File: config.mk
export PLATFORM = sky130hd
export DESIGN_NAME = pipe_ctrl
export DESIGN_NICKNAME = d
export VERILOG_FILES = /design/src/rtl/pipe_ctrl_pkg.sv /design/src/rtl/pipe_ctrl_hazard_detect.sv /design/src/rtl/pipe_ctrl.sv
export SDC_FILE = /design/constraint.sdc
export NUM_CORES = 1
export LEC_CHECK = 0
export CORE_UTILIZATION = 49
export DETAILED_ROUTE_END_ITERATION = 6
export GPL_TIMING_DRIVEN = 0
export PLACE_DENSITY = 0.88
export SLEW_MARGIN = 20
export SYNTH_ARGS = -nofsm -noshare
export SYNTH_HDL_FRONTEND = slang
export SYNTH_HIERARCHICAL = 1
export SYNTH_SLANG_ARGS = --single-unit
File: constraint.sdc
create_clock -name ACLK -period 2.7 [get_ports ACLK]
set_input_delay 0.405 -clock ACLK [delete_from_list [all_inputs] [get_ports ACLK]]
set_output_delay 0.405 -clock ACLK [all_outputs]
set_load 0.005 [all_outputs]
File: src/rtl/pipe_ctrl_pkg.sv
// Shared types and constants for the pipeline stall/flush sequencer.
package pipe_ctrl_pkg;

    // Sequencer states: normal flow, waiting on a data access, and
    // discarding a wrong-path fetch that is still in flight.
    typedef enum logic [1:0] {
        RUN       = 2'd0,
        DMEM_WAIT = 2'd1,
        DISCARD   = 2'd2
    } ctrl_state_e;

    // Hold / bubble request for one pipeline buffer.
    typedef struct packed {
        logic stall;
        logic flush;
    } stage_ctrl_t;

    // x0 is hard-wired to zero, so it can never carry a hazard.
    localparam logic [4:0] REG_X0 = 5'd0;

    localparam stage_ctrl_t STAGE_IDLE = '{stall: 1'b0, flush: 1'b0};

endpackage

File: src/rtl/pipe_ctrl_hazard_detect.sv
// Load-use comparator: flags an ID instruction that reads the register a
// load in EX is about to write.
module hazard_detect
    import pipe_ctrl_pkg::*;
(
    input  logic [4:0] id_rs1,
    input  logic [4:0] id_rs2,
    input  logic       id_use_rs1,
    input  logic       id_use_rs2,
    input  logic [4:0] ex_rd,
    input  logic       ex_mem_read,
    output logic       load_use
);

    logic rs1_match;
    logic rs2_match;

    // Compare both source operands against the EX destination.
    always_comb begin
        rs1_match = id_use_rs1 && (id_rs1 == ex_rd);
        rs2_match = id_use_rs2 && (id_rs2 == ex_rd);
        load_use  = ex_mem_read && (ex_rd != REG_X0) && (rs1_match || rs2_match);
    end

endmodule

File: src/rtl/pipe_ctrl.sv
// Central stall/flush sequencer for the 5-stage RV32I pipeline.
// Drives PC / IF2ID / ID2EX / EX2MEM / MEM2WB hold and bubble controls and
// keeps saturating performance counters.
module pipe_ctrl
    import pipe_ctrl_pkg::*;
#(
    parameter int unsigned CNT_W = 32
) (
    input  logic             ACLK,
    input  logic             ARESETn,
    input  logic [4:0]       id_rs1,
    input  logic [4:0]       id_rs2,
    input  logic             id_use_rs1,
    input  logic             id_use_rs2,
    input  logic [4:0]       ex_rd,
    input  logic             ex_mem_read,
    input  logic             ex_redirect,
    input  logic             if_busy,
    input  logic             mem_busy,
    output logic             pc_stall,
    output logic             if_id_stall,
    output logic             if_id_flush,
    output logic             id_ex_stall,
    output logic             id_ex_flush,
    output logic             ex_mem_stall,
    output logic             mem_wb_flush,
    output logic [CNT_W-1:0] load_use_cnt,
    output logic [CNT_W-1:0] mem_wait_cnt,
    output logic [CNT_W-1:0] redirect_cnt
);

    ctrl_state_e state_q;
    ctrl_state_e state_d;

    logic load_use;

    logic        pc_hold;
    stage_ctrl_t if_id_ctrl;
    stage_ctrl_t id_ex_ctrl;
    logic        ex_mem_hold;
    logic        mem_wb_bubble;

    logic load_use_inc;
    logic mem_wait_inc;
    logic redirect_inc;

    logic [CNT_W-1:0] load_use_cnt_q;
    logic [CNT_W-1:0] load_use_cnt_d;
    logic [CNT_W-1:0] mem_wait_cnt_q;
    logic [CNT_W-1:0] mem_wait_cnt_d;
    logic [CNT_W-1:0] redirect_cnt_q;
    logic [CNT_W-1:0] redirect_cnt_d;

    hazard_detect u_hazard_detect (
        .id_rs1      (id_rs1),
        .id_rs2      (id_rs2),
        .id_use_rs1  (id_use_rs1),
        .id_use_rs2  (id_use_rs2),
        .ex_rd       (ex_rd),
        .ex_mem_read (ex_mem_read),
        .load_use    (load_use)
    );

    // Priority mux: data-memory wait, then discard squashing, then redirect,
    // then load-use, then instruction-fetch wait; also picks the next state.
    always_comb begin
        state_d       = state_q;
        pc_hold       = 1'b0;
        if_id_ctrl    = STAGE_IDLE;
        id_ex_ctrl    = STAGE_IDLE;
        ex_mem_hold   = 1'b0;
        mem_wb_bubble = 1'b0;
        load_use_inc  = 1'b0;

        if (mem_busy) begin
            // Freeze everything upstream of MEM and bubble WB so the
            // retiring instruction is not written back twice.
            pc_hold          = 1'b1;
            if_id_ctrl.stall = 1'b1;
            id_ex_ctrl.stall = 1'b1;
            ex_mem_hold      = 1'b1;
            mem_wb_bubble    = 1'b1;
            // A pending discard survives the data wait: the wrong-path word
            // still has to be squashed once the pipe moves again.
            if (state_q != DISCARD) begin
                state_d = DMEM_WAIT;
            end
        end else if (state_q == DISCARD) begin
            // Keep the PC on the redirect target and bubble IF2ID until the
            // stale fetch has returned; the return cycle itself is squashed.
            pc_hold          = 1'b1;
            if_id_ctrl.flush = 1'b1;
            if (ex_redirect) begin
                id_ex_ctrl.flush = 1'b1;
            end
            if (!if_busy) begin
                state_d = RUN;
            end
        end else if (ex_redirect) begin
            // PC loads the target; the two younger instructions are wrong-path.
            if_id_ctrl.flush = 1'b1;
            id_ex_ctrl.flush = 1'b1;
            state_d          = if_busy ? DISCARD : RUN;
        end else if (load_use) begin
            pc_hold          = 1'b1;
            if_id_ctrl.stall = 1'b1;
            id_ex_ctrl.flush = 1'b1;
            load_use_inc     = 1'b1;
            state_d          = RUN;
        end else begin
            if (if_busy) begin
                pc_hold          = 1'b1;
                if_id_ctrl.flush = 1'b1;
            end
            state_d = RUN;
        end
    end

    // Event qualifiers for the performance counters.
    always_comb begin
        mem_wait_inc = mem_busy;
        redirect_inc = ex_redirect && !mem_busy;
    end

    // Saturating next-count values: stop at all-ones instead of wrapping.
    always_comb begin
        load_use_cnt_d = load_use_cnt_q;
        mem_wait_cnt_d = mem_wait_cnt_q;
        redirect_cnt_d = redirect_cnt_q;
        if (load_use_inc && (load_use_cnt_q != '1)) begin
            load_use_cnt_d = load_use_cnt_q + CNT_W'(1);
        end
        if (mem_wait_inc && (mem_wait_cnt_q != '1)) begin
            mem_wait_cnt_d = mem_wait_cnt_q + CNT_W'(1);
        end
        if (redirect_inc && (redirect_cnt_q != '1)) begin
            redirect_cnt_d = redirect_cnt_q + CNT_W'(1);
        end
    end

    // State register; reset drops any pending discard.
    always_ff @(posedge ACLK or negedge ARESETn) begin
        if (!ARESETn) begin
            state_q <= RUN;
        end else begin
            state_q <= state_d;
        end
    end

    // Performance counter registers.
    always_ff @(posedge ACLK or negedge ARESETn) begin
        if (!ARESETn) begin
            load_use_cnt_q <= '0;
            mem_wait_cnt_q <= '0;
            redirect_cnt_q <= '0;
        end else begin
            load_use_cnt_q <= load_use_cnt_d;
            mem_wait_cnt_q <= mem_wait_cnt_d;
            redirect_cnt_q <= redirect_cnt_d;
        end
    end

    // Controls are combinational, so they are forced low while reset is held.
    always_comb begin
        pc_stall     = ARESETn && pc_hold;
        if_id_stall  = ARESETn && if_id_ctrl.stall;
        if_id_flush  = ARESETn && if_id_ctrl.flush;
        id_ex_stall  = ARESETn && id_ex_ctrl.stall;
        id_ex_flush  = ARESETn && id_ex_ctrl.flush;
        ex_mem_stall = ARESETn && ex_mem_hold;
        mem_wb_flush = ARESETn && mem_wb_bubble;
    end

    assign load_use_cnt = load_use_cnt_q;
    assign mem_wait_cnt = mem_wait_cnt_q;
    assign redirect_cnt = redirect_cnt_q;

endmodule

==> results of run 1 <==
[cells by family (layout without fill, tap and decap cells)]
kind of cell	count (synthesis)	after routing	share of synthesized area
buffers and inverters	17	162	0.01611
muxes	2	2	0.004530
xor gates and xnor gates	101	101	0.1780
DFF	98	98	0.4933
AOI/OAI and AO/OA	20	20	0.02693
adders and majority gates	3	3	0.007552
and+or+nand+nor	245	245	0.2736
[per-layer routing]
layer | routed length [µm] | global-route usage | share of wire
met3 | 738 | 0.04068 | 0.057
met2 | 6609 | 0.4292 | 0.51
met5 | 0 | 0 | 0
met4 | 446 | 0.1516 | 0.034
met1 | 5175 | 0.3126 | 0.40
[worst max-delay path: cells and delay by family]
family / cells / cell delay [ps]
AO/OA/AOI/OAI: 3 / 490
buffers and inverters: 2 / 570
AND/OR/NAND/NOR: 3 / 700
[path summary, 6_finish.rpt]
kind / to / slack, ps
worst max register to register: load_use_cnt[1]$_DFFE_PN0P_ / 260
worst max-delay path: pc_stall / 130
max in group asynchronous: load_use_cnt[7]$_DFFE_PN0P_ / 2440
min in group ACLK: mem_wait_cnt[31]$_DFFE_PN0P_ / 510
worst min-delay path: load_use_cnt[14]$_DFFE_PN0P_ / 40
worst min register to register: mem_wait_cnt[31]$_DFFE_PN0P_ / 510
[cell usage after synthesis (all sizes together), types with 2 or more instances]
master and count:
dfrtp 98, xnor2 51, xor2 50, nand4 46, nand2 39, nor2 37
nand3 30, nor3 24, and3 20, nor4 18, a21oi 9, buf 9
inv 7, nand2b 5, or3 5, and2 3, and4 3, ha 3
nor4b 3, mux2 2, nand3b 2, nand4b 2, nor2b 2, o21ai 2
or4 2
[sequential cells by signal (all words and copies together), names as in the netlist]
name,cells
mem_wait_cnt,32
load_use_cnt,32
redirect_cnt,32
state_q,2
[area by class of cell]
cell class                 instances  share of cell area
multi-input combinational        371              0.3673
sequential                        98              0.3625
timing repair buffer             130              0.1957
tap                              133             0.02460
clock buffer                      10             0.01886
clock inverter                     5             0.01886
buffer                            10            0.008323
inverter                           7            0.003884
[cell usage in the layout (no fill, tap or decap), types with 3 or more instances in the layout]
cell and instances:
ha_1 3, buf_4 6, nand2_1 39, nand2b_1 5, dlygate4sd2_1 5, nor4_1 15, buf_2 6, dfrtp_1 98
and2_1 3, a21oi_1 8, and3_1 20, bufinv_16 4, nor2_1 36, and4_1 3, xor2_1 49, dlymetal6s2s_1 8
inv_1 7, nand3_1 30, nand4_1 46, nor3_1 21, nor3_2 3, xnor2_1 51, clkbuf_8 9, clkdlybuf4s50_1 107
clkbuf_2 4, or3_1 3
[power by group through the flow]
stage	registers, W	logic (W)	clock network, W
after floorplan	0.00174	0.000214	0
after global placement	0.00176	0.000551	0
after detailed placement	0.00177	0.000579	0
after CTS	0.00174	0.000585	0.00122
after global routing	0.00176	0.000645	0.00127
final	0.00175	0.000587	0.00120
[stage by stage]
stage / setup slack [ps] / total power [W] / cells
finish: 131.8 / 0.003538 / 764
global route: 17.66 / 0.003680 / 764
CTS: 2.130 / 0.003549 / 763
detailed placement: -799.1 / 0.002346 / 745
global placement: -2886 / 0.002310 / 744
floorplan: 228.3 / 0.001958 / 486
[repair_timing]
| action | 4_1_cts | 5_1_grt |
|---|---|---|
| gates cloned | 0 | 0 |
| gates resized for setup | 15 | 21 |
| setup buffers | 2 | 1 |
| setup endpoints to repair | 29 | 25 |
| endpoints found under the hold margin | 49 | 0 |
| pin swaps | 4 | 9 |
| hold buffers | 1 | 0 |
==> flow_summary.json, run 1 <==
{
  "grt_usage": 0.2561,
  "synth_nets": 512,
  "worstSetupStartpointType": "primary input",
  "clock_latency_ps": 360,
  "root_buffer": "clkbuf_8",
  "placed_area_um2": 6417,
  "cts_tree": "built",
  "syn_avg_cell_area_um2": 10.23,
  "htree_levels": 3,
  "drc": 0,
  "fin_nets": 653,
  "crit_path_end_kind": "output port",
  "worstPathMaxFanout": 3,
  "ys_types": 45,
  "finalInstanceArea_um2": 6765,
  "outcome": "completed",
  "io_buffers": 125,
  "p_leak_nw": 2.940,
  "fin_tns_setup_ps": 0,
  "relSlewSlack": 0.4683,
  "synth-seq-cells": 98,
  "pwr-share-clk": 0.340,
  "max_freq_mhz": 389.4,
  "skew_ps": 10.73,
  "regArea_um2": 2452,
  "yosys.area.top_type": "dfrtp_1",
  "grt_setup_unrepaired": "no",
  "crit_start": "ex_rd[0]",
  "min_period_over_period": 0.9512,
  "r2r-start": "load_use_cnt[8]$_DFFE_PN0P_",
  "viasPerCell": 5.737,
  "cts_buffer_depth": 2,
  "p_int_w": 0.002626,
  "grt_start_max_net_pins": 52,
  "syn_to_final_growth_pct": 36.09,
  "firstDrtPassIters": 4,
  "numCtsBuffers": 9,
  "detail_route.iter0.violations": 204,
  "slowest_stage": "or4_4",
  "num_vias": 4383,
  "cp.arrival_ps": 2160,
  "initial_utilization": 0.5062,
  "wl_per_cell_um": 16.98,
  "diodes": 0,
  "synth-edff-count": 0,
  "synthTopCellsByArea": "dfrtp_1 (49%), xnor2_1 (9.0%), xor2_1 (8.8%)",
  "drtAntennaViolNets": 0,
  "fin_util": 0.6890,
  "peakVddDrop_mv": 0.3714,
  "die_w_um": 102.7,
  "p_sw_w": 0.0009119,
  "ys_async_sr_fraction": 1.000,
  "die_h_um": 102.7,
  "antenna_found_initial": 0,
  "holdWs_ps": 36.33,
  "cp_cell_sequence": "dlygate4sd2_1 > or4_4 > o21ai_2 > a21oi_2 > nor2_1 > nor2_1 > o31a_1 > dlygate4sd2_1",
  "final_hold_viol_count": 0,
  "setup_viol": 0,
  "overflow": 0,
  "ys.warnings.count": 6,
  "core_um2": 9819,
  "clock-sinks": 98,
  "synth_ff_type": "dfrtp_1",
  "grt_pass1_wl_mm": 21.00,
  "holdCritPathClass": "in2async",
  "p_comb_frac": 0.166,
  "slowest_delay_ps": 540,
  "cts.clk_slew.worst_paths_ps": 90,
  "finalCriticalPeriod_ps": 2568,
  "die_area_um2": 10550,
  "fillCellCount": 736,
  "hpwlAfterDp_mm": 9.211,
  "multiInputGateArea_um2": 2485,
  "syn_area_um2": 4971,
  "num_io_pins": 126,
  "rows": 36,
  "yosysTopAreaCellShare": 0.4933,
  "r2r_cells": 5,
  "switching_share": 0.2578,
  "ys_seq_area_frac": 0.4933,
  "power.density_nw_per_um2": 522.9,
  "seq_power_share": 0.494,
  "required_ps": 2300,
  "finalMaxSlewViolations": 0,
  "worst_slew_pin_slew_ps": 790.2,
  "wl_mm": 12.97,
  "synthCells": 486,
  "gp_congestion": 0.8487,
  "grt_pass1_vias": 4395,
  "crit_type": "in2out",
  "final_layout_size_suffix_gt1_frac": 0.08399,
  "cap_violations": 0
}
Note: power is estimated with default switching activity, not from simulation.
==> run 2: changes to the inputs <==
--- a/config.mk
+++ b/config.mk
@@ -9,6 +9,7 @@
 export DETAILED_ROUTE_END_ITERATION = 6
 export GPL_TIMING_DRIVEN = 0
 export PLACE_DENSITY = 0.88
+export RECOVER_POWER = 100
 export SLEW_MARGIN = 20
 export SYNTH_ARGS = -nofsm -noshare
 export SYNTH_HDL_FRONTEND = slang
==> flow_summary.json, run 2 (same netlist as run 1, synthesis figures left out) <==
{
  "final_hold_viol_count": 0,
  "slowest_delay_ps": 640,
  "place_inst": 745,
  "outcome": "completed",
  "drc": 0,
  "worstPathMaxFanout": 10,
  "slowest_stage": "clkdlybuf4s50_1",
  "final_cells": 764,
  "grt_setup_unrepaired": "no",
  "cp.arrival_ps": 2180,
  "num_vias": 4364,
  "wl_per_cell_um": 16.95,
  "initial_utilization": 0.5062,
  "place_ws_ps": -799.1,
  "crit_path_end": "id_ex_stall",
  "cap_violations": 0,
  "io_buffers": 125,
  "die_area_um2": 10550,
  "finalMaxSlewViolations": 0,
  "firstDrtPassIters": 4,
  "grt_start_max_net_pins": 52,
  "grt_usage": 0.2561,
  "r2r_slack_ps": 300,
  "cts_tree": "built",
  "rows": 36,
  "r2r-start": "load_use_cnt[8]$_DFFE_PN0P_",
  "timing.final.ws_setup_ps": 113.3,
  "relSlewSlack": 0.2092,
  "clock-sinks": 98,
  "grt_pass1_wl_mm": 21.00,
  "crit_type": "in2out",
  "viasPerCell": 5.712,
  "crit_path_end_kind": "output port",
  "setup_viol": 0,
  "diodes": 0,
  "wl_mm": 12.95,
  "min_period_over_period": 0.9580,
  "peakVddDrop_mv": 0.3708,
  "worstSetupStartpointType": "primary input",
  "detail_route.iter0.violations": 242,
  "cp_cell_sequence": "clkdlybuf4s50_1 > buf_2 > and2_1 > clkbuf_4 > clkdlybuf4s50_1",
  "cts_buffer_depth": 2,
  "holdCritPathClass": "in2async",
  "core_um2": 9819,
  "crit_top_cell": "clkdlybuf4s50_1",
  "final_layout_size_suffix_gt1_frac": 0.06973,
  "clock_latency_ps": 360,
  "drtAntennaViolNets": 0,
  "syn_to_final_growth_pct": 34.91,
  "final_common_cell": "dfrtp_1",
  "max_freq_mhz": 386.6,
  "fillCellCount": 747,
  "gp_congestion": 0.8487,
  "antenna_found_initial": 0,
  "crit_start": "mem_busy",
  "r2r_end": "load_use_cnt[1]$_DFFE_PN0P_",
  "die_w_um": 102.7,
  "hpwlAfterDp_mm": 9.211,
  "cts.clk_slew.worst_paths_ps": 90,
  "grt_pass1_vias": 4395,
  "required_ps": 2300,
  "die_h_um": 102.7,
  "finalCriticalPeriod_ps": 2587,
  "final_cell_mix": "dfrtp_1 (98), dlygate4sd3_1 (96), xnor2_1 (51)",
  "num_io_pins": 126,
  "numCtsBuffers": 9,
  "p_leak_nw": 3.184,
  "worst_slew_pin_slew_ps": 1186,
  "power.density_nw_per_um2": 519.6,
  "root_buffer": "clkbuf_8",
  "htree_levels": 3,
  "fin_nets": 653,
  "holdWs_ps": 259.7,
  "skew_ps": 11.37,
  "overflow": 0,
  "r2r_cells": 5
}
==> run 2: changes by cell type in the layout (fill, tap and decap cells not counted), sizes merged <==
cell / previous run / this run
buf: 15 / 6
clkbuf: 15 / 24
clkdlybuf4s50: 107 / 11
dlygate4sd3: 0 / 96
==> run 2: through the flow <==
step | utilization | total power [W] | setup TNS [ps] | cell area (µm²)
after floorplan | - | 0.001958 | 0 | 4971
after global placement | 0.6506 | 0.002310 | -265120 | 6389
after detailed placement | 0.6535 | 0.002346 | -17300 | 6417
after CTS | 0.6849 | 0.003549 | 0 | 6725
after global routing | 0.6830 | 0.003628 | 0 | 6706
final | 0.6830 | 0.003485 | 0 | 6706
==> run 2: repair_timing <==
| item | in CTS | in global routing |
|---|---|---|
| hold endpoints to repair | 49 | 0 |
| resized for setup | 15 | 21 |
| hold buffers | 1 | 0 |
| pin swaps | 4 | 9 |
| buffers inserted | 2 | 1 |
| endpoints found under the setup margin | 29 | 25 |
==> run 2: final cells by class <==
| type | instances | area, µm² | area share |
|---|---|---|---|
| multi-input cells | 371 | 2462 | 0.3672 |
| flip-flops and latches | 98 | 2452 | 0.3657 |
| repair buffers | 130 | 1290 | 0.1924 |
| well taps | 133 | 166.4 | 0.02481 |
| clock buffers | 10 | 127.6 | 0.01903 |
| clock inverters | 5 | 127.6 | 0.01903 |
| plain buffers | 10 | 53.80 | 0.008022 |
| inverters | 7 | 26.28 | 0.003918 |
==> run 2: power breakdown <==
group | internal (W) | switching, W
Clock | 0.000704 | 0.000499
Combinational | 0.000297 | 0.000241
Sequential | 0.00158 | 0.000165
==> run 2: worst min-delay path by stage <==
stage,to,slack [ps],cells past startpoint
floorplan,load_use_cnt[0]$_DFFE_PN0P_,110,0
global placement,mem_wait_cnt[21]$_DFFE_PN0P_,480,1
detailed placement,load_use_cnt[10]$_DFFE_PN0P_,380,1
CTS,load_use_cnt[6]$_DFFE_PN0P_,30,2
global route,load_use_cnt[14]$_DFFE_PN0P_,270,2
finish,load_use_cnt[14]$_DFFE_PN0P_,260,2
==> run 2: routing by layer <==
layer	routed length (µm)	vias to the layer above	global-route usage
li1	-	2016	-
met1	5156	2093	0.3126
met2	6554	215	0.4292
met4	483	0	0.1516
met3	752	40	0.04068
met5	0	-	0
==> run 2: critical path, delay by kind of cell <==
kind | cells | cell delay [ps]
buffers and inverters | 4 | 1560
and+or+nand+nor | 1 | 210
==> run 3: changes to the inputs <==
--- a/config.mk
+++ b/config.mk
@@ -7,7 +7,7 @@
 export LEC_CHECK = 0
 export CORE_UTILIZATION = 49
 export DETAILED_ROUTE_END_ITERATION = 6
-export GPL_TIMING_DRIVEN = 0
+export GPL_TIMING_DRIVEN = 1
 export PLACE_DENSITY = 0.88
 export RECOVER_POWER = 100
 export SLEW_MARGIN = 20
==> flow_summary.json, run 3 (same netlist as run 1, synthesis figures left out) <==
{
  "final_common_cell": "dfrtp_1",
  "holdWs_ps": 492.0,
  "antenna_found_initial": 0,
  "cap_violations": 0,
  "drtAntennaViolNets": 0,
  "drc": 0,
  "p_leak_nw": 2.986,
  "p_int_w": 0.002351,
  "gp_congestion": 0.8477,
  "final_cell_mix": "dfrtp_1 (98), clkdlybuf4s50_1 (66), xnor2_1 (51)",
  "crit_top_cell": "buf_4",
  "crit_start": "id_rs1[4]",
  "holdCritPathClass": "in2async",
  "wl_mm": 12.45,
  "cp_cell_sequence": "dlygate4sd2_1 > xor2_1 > nor4_2 > nand3_1 > a21oi_2 > buf_4 > nand2b_4 > buf_4 > or3_4 > a311o_2 > nor4_4 > xnor2_1",
  "required_ps": 2970,
  "final_cells": 769,
  "overflow": 0,
  "placed_area_um2": 6445,
  "multiInputGateArea_um2": 2495,
  "die_h_um": 102.7,
  "root_buffer": "clkbuf_8",
  "die_w_um": 102.7,
  "grt_start_max_net_pins": 43,
  "final_layout_size_suffix_gt1_frac": 0.09906,
  "setup_viol": 0,
  "seq_power_share": 0.540,
  "grt_usage": 0.2481,
  "slowest_delay_ps": 420,
  "switching_share": 0.2800,
  "outcome": "completed",
  "worstSetupStartpointType": "primary input",
  "syn_to_final_growth_pct": 34.86,
  "clock_latency_ps": 350,
  "relSlewSlack": 0.3011,
  "peakVddDrop_mv": 0.4621,
  "detail_route.iter0.violations": 206,
  "fillCellCount": 735,
  "finalCriticalPeriod_ps": 2638,
  "cp_top_family": "simple AND/OR/NAND/NOR gates",
  "max_freq_mhz": 379.1,
  "firstDrtPassIters": 4,
  "place_ws_ps": -537.4,
  "r2r_slack_ps": 380,
  "num_io_pins": 126,
  "viasPerCell": 5.706,
  "worst_slew_pin_slew_ps": 1048,
  "hpwlAfterDp_mm": 9.174,
  "io_buffers": 125,
  "fin_nets": 657,
  "cp.arrival_ps": 2910,
  "core_um2": 9819,
  "place_inst": 749,
  "p_comb_frac": 0.164,
  "die_area_um2": 10550,
  "min_period_over_period": 0.9769,
  "timing.final.ws_setup_ps": 62.35,
  "cts_buffer_depth": 2,
  "r2r-start": "mem_wait_cnt[0]$_DFFE_PN0P_",
  "cts_tree": "built",
  "cp_num_buf_inv": 3,
  "crit_path_end_kind": "register",
  "numCtsBuffers": 9,
  "p_sw_w": 0.0009140,
  "htree_levels": 3,
  "skew_ps": 11.73,
  "worstPathMaxFanout": 7,
  "power.density_nw_per_um2": 487.0,
  "rows": 36,
  "diodes": 0,
  "crit_type": "in2reg",
  "initial_utilization": 0.5062,
  "slowest_stage": "a311o_2",
  "clock-sinks": 98,
  "final_hold_viol_count": 0,
  "finalMaxSlewViolations": 0,
  "totalPowerFinal_w": 0.003265,
  "wl_per_cell_um": 16.19,
  "grt_pass1_vias": 4312,
  "grt_pass1_wl_mm": 20.34,
  "cts.clk_slew.worst_paths_ps": 100,
  "num_vias": 4388,
  "finalInstanceArea_um2": 6704,
  "regArea_um2": 2452,
  "grt_setup_unrepaired": "yes",
  "pwr-share-clk": 0.296
}
==> run 3: final timing paths <==
path / endpoint / depth (start not counted)
min in group ACLK: load_use_cnt[18]$_DFFE_PN0P_ / 1
worst min register to register: load_use_cnt[18]$_DFFE_PN0P_ / 1
worst min-delay path: load_use_cnt[15]$_DFFE_PN0P_ / 2
worst max register to register: mem_wait_cnt[31]$_DFFE_PN0P_ / 7
worst max-delay path: load_use_cnt[22]$_DFFE_PN0P_ / 12
max in group asynchronous: load_use_cnt[25]$_DFFE_PN0P_ / 3
==> run 3: cell type report <==
class                           count  area share
Inverter                            7    0.003919
Clock inverter                      6    0.009705
Sequential cell                    98      0.3658
Multi-Input combinational cell    371      0.3722
Timing Repair Buffer              144      0.2031
Clock buffer                       10     0.02053
Tap cell                          133     0.02482
==> run 3: power groups by stage <==
stage               clock, W  combinational [W]  sequential [W]
floorplan                  0           0.000214         0.00174
global placement           0           0.000531         0.00178
detailed placement         0           0.000555         0.00179
CTS                 0.000987           0.000555         0.00176
global route         0.00104           0.000597         0.00179
finish              0.000966           0.000535         0.00176
==> run 3: per-layer routing <==
metal | vias to the layer above | wire length (µm) | track usage
li1 | 2020 | - | -
met1 | 2142 | 4997 | 0.3096
met2 | 186 | 6351 | 0.4226
met3 | 40 | 671 | 0.03390
met4 | 0 | 427 | 0.1253
met5 | - | 0 | 0
==> run 3: per-stage QoR <==
step / utilization / TNS (ps)
after floorplan: - / 0
after global placement: 0.6563 / -5841
after detailed placement: 0.6563 / -12800
after CTS: 0.6831 / -0.1337
after global routing: 0.6827 / -11.11
final: 0.6827 / 0
==> run 3: timing repair <==
action,4_1_cts,5_1_grt
endpoints found under the hold margin,16,0
buffers inserted,3,0
cloned,0,0
setup endpoints to repair,22,13
hold buffers,1,0
pin swaps,13,8
gates resized for setup,34,6
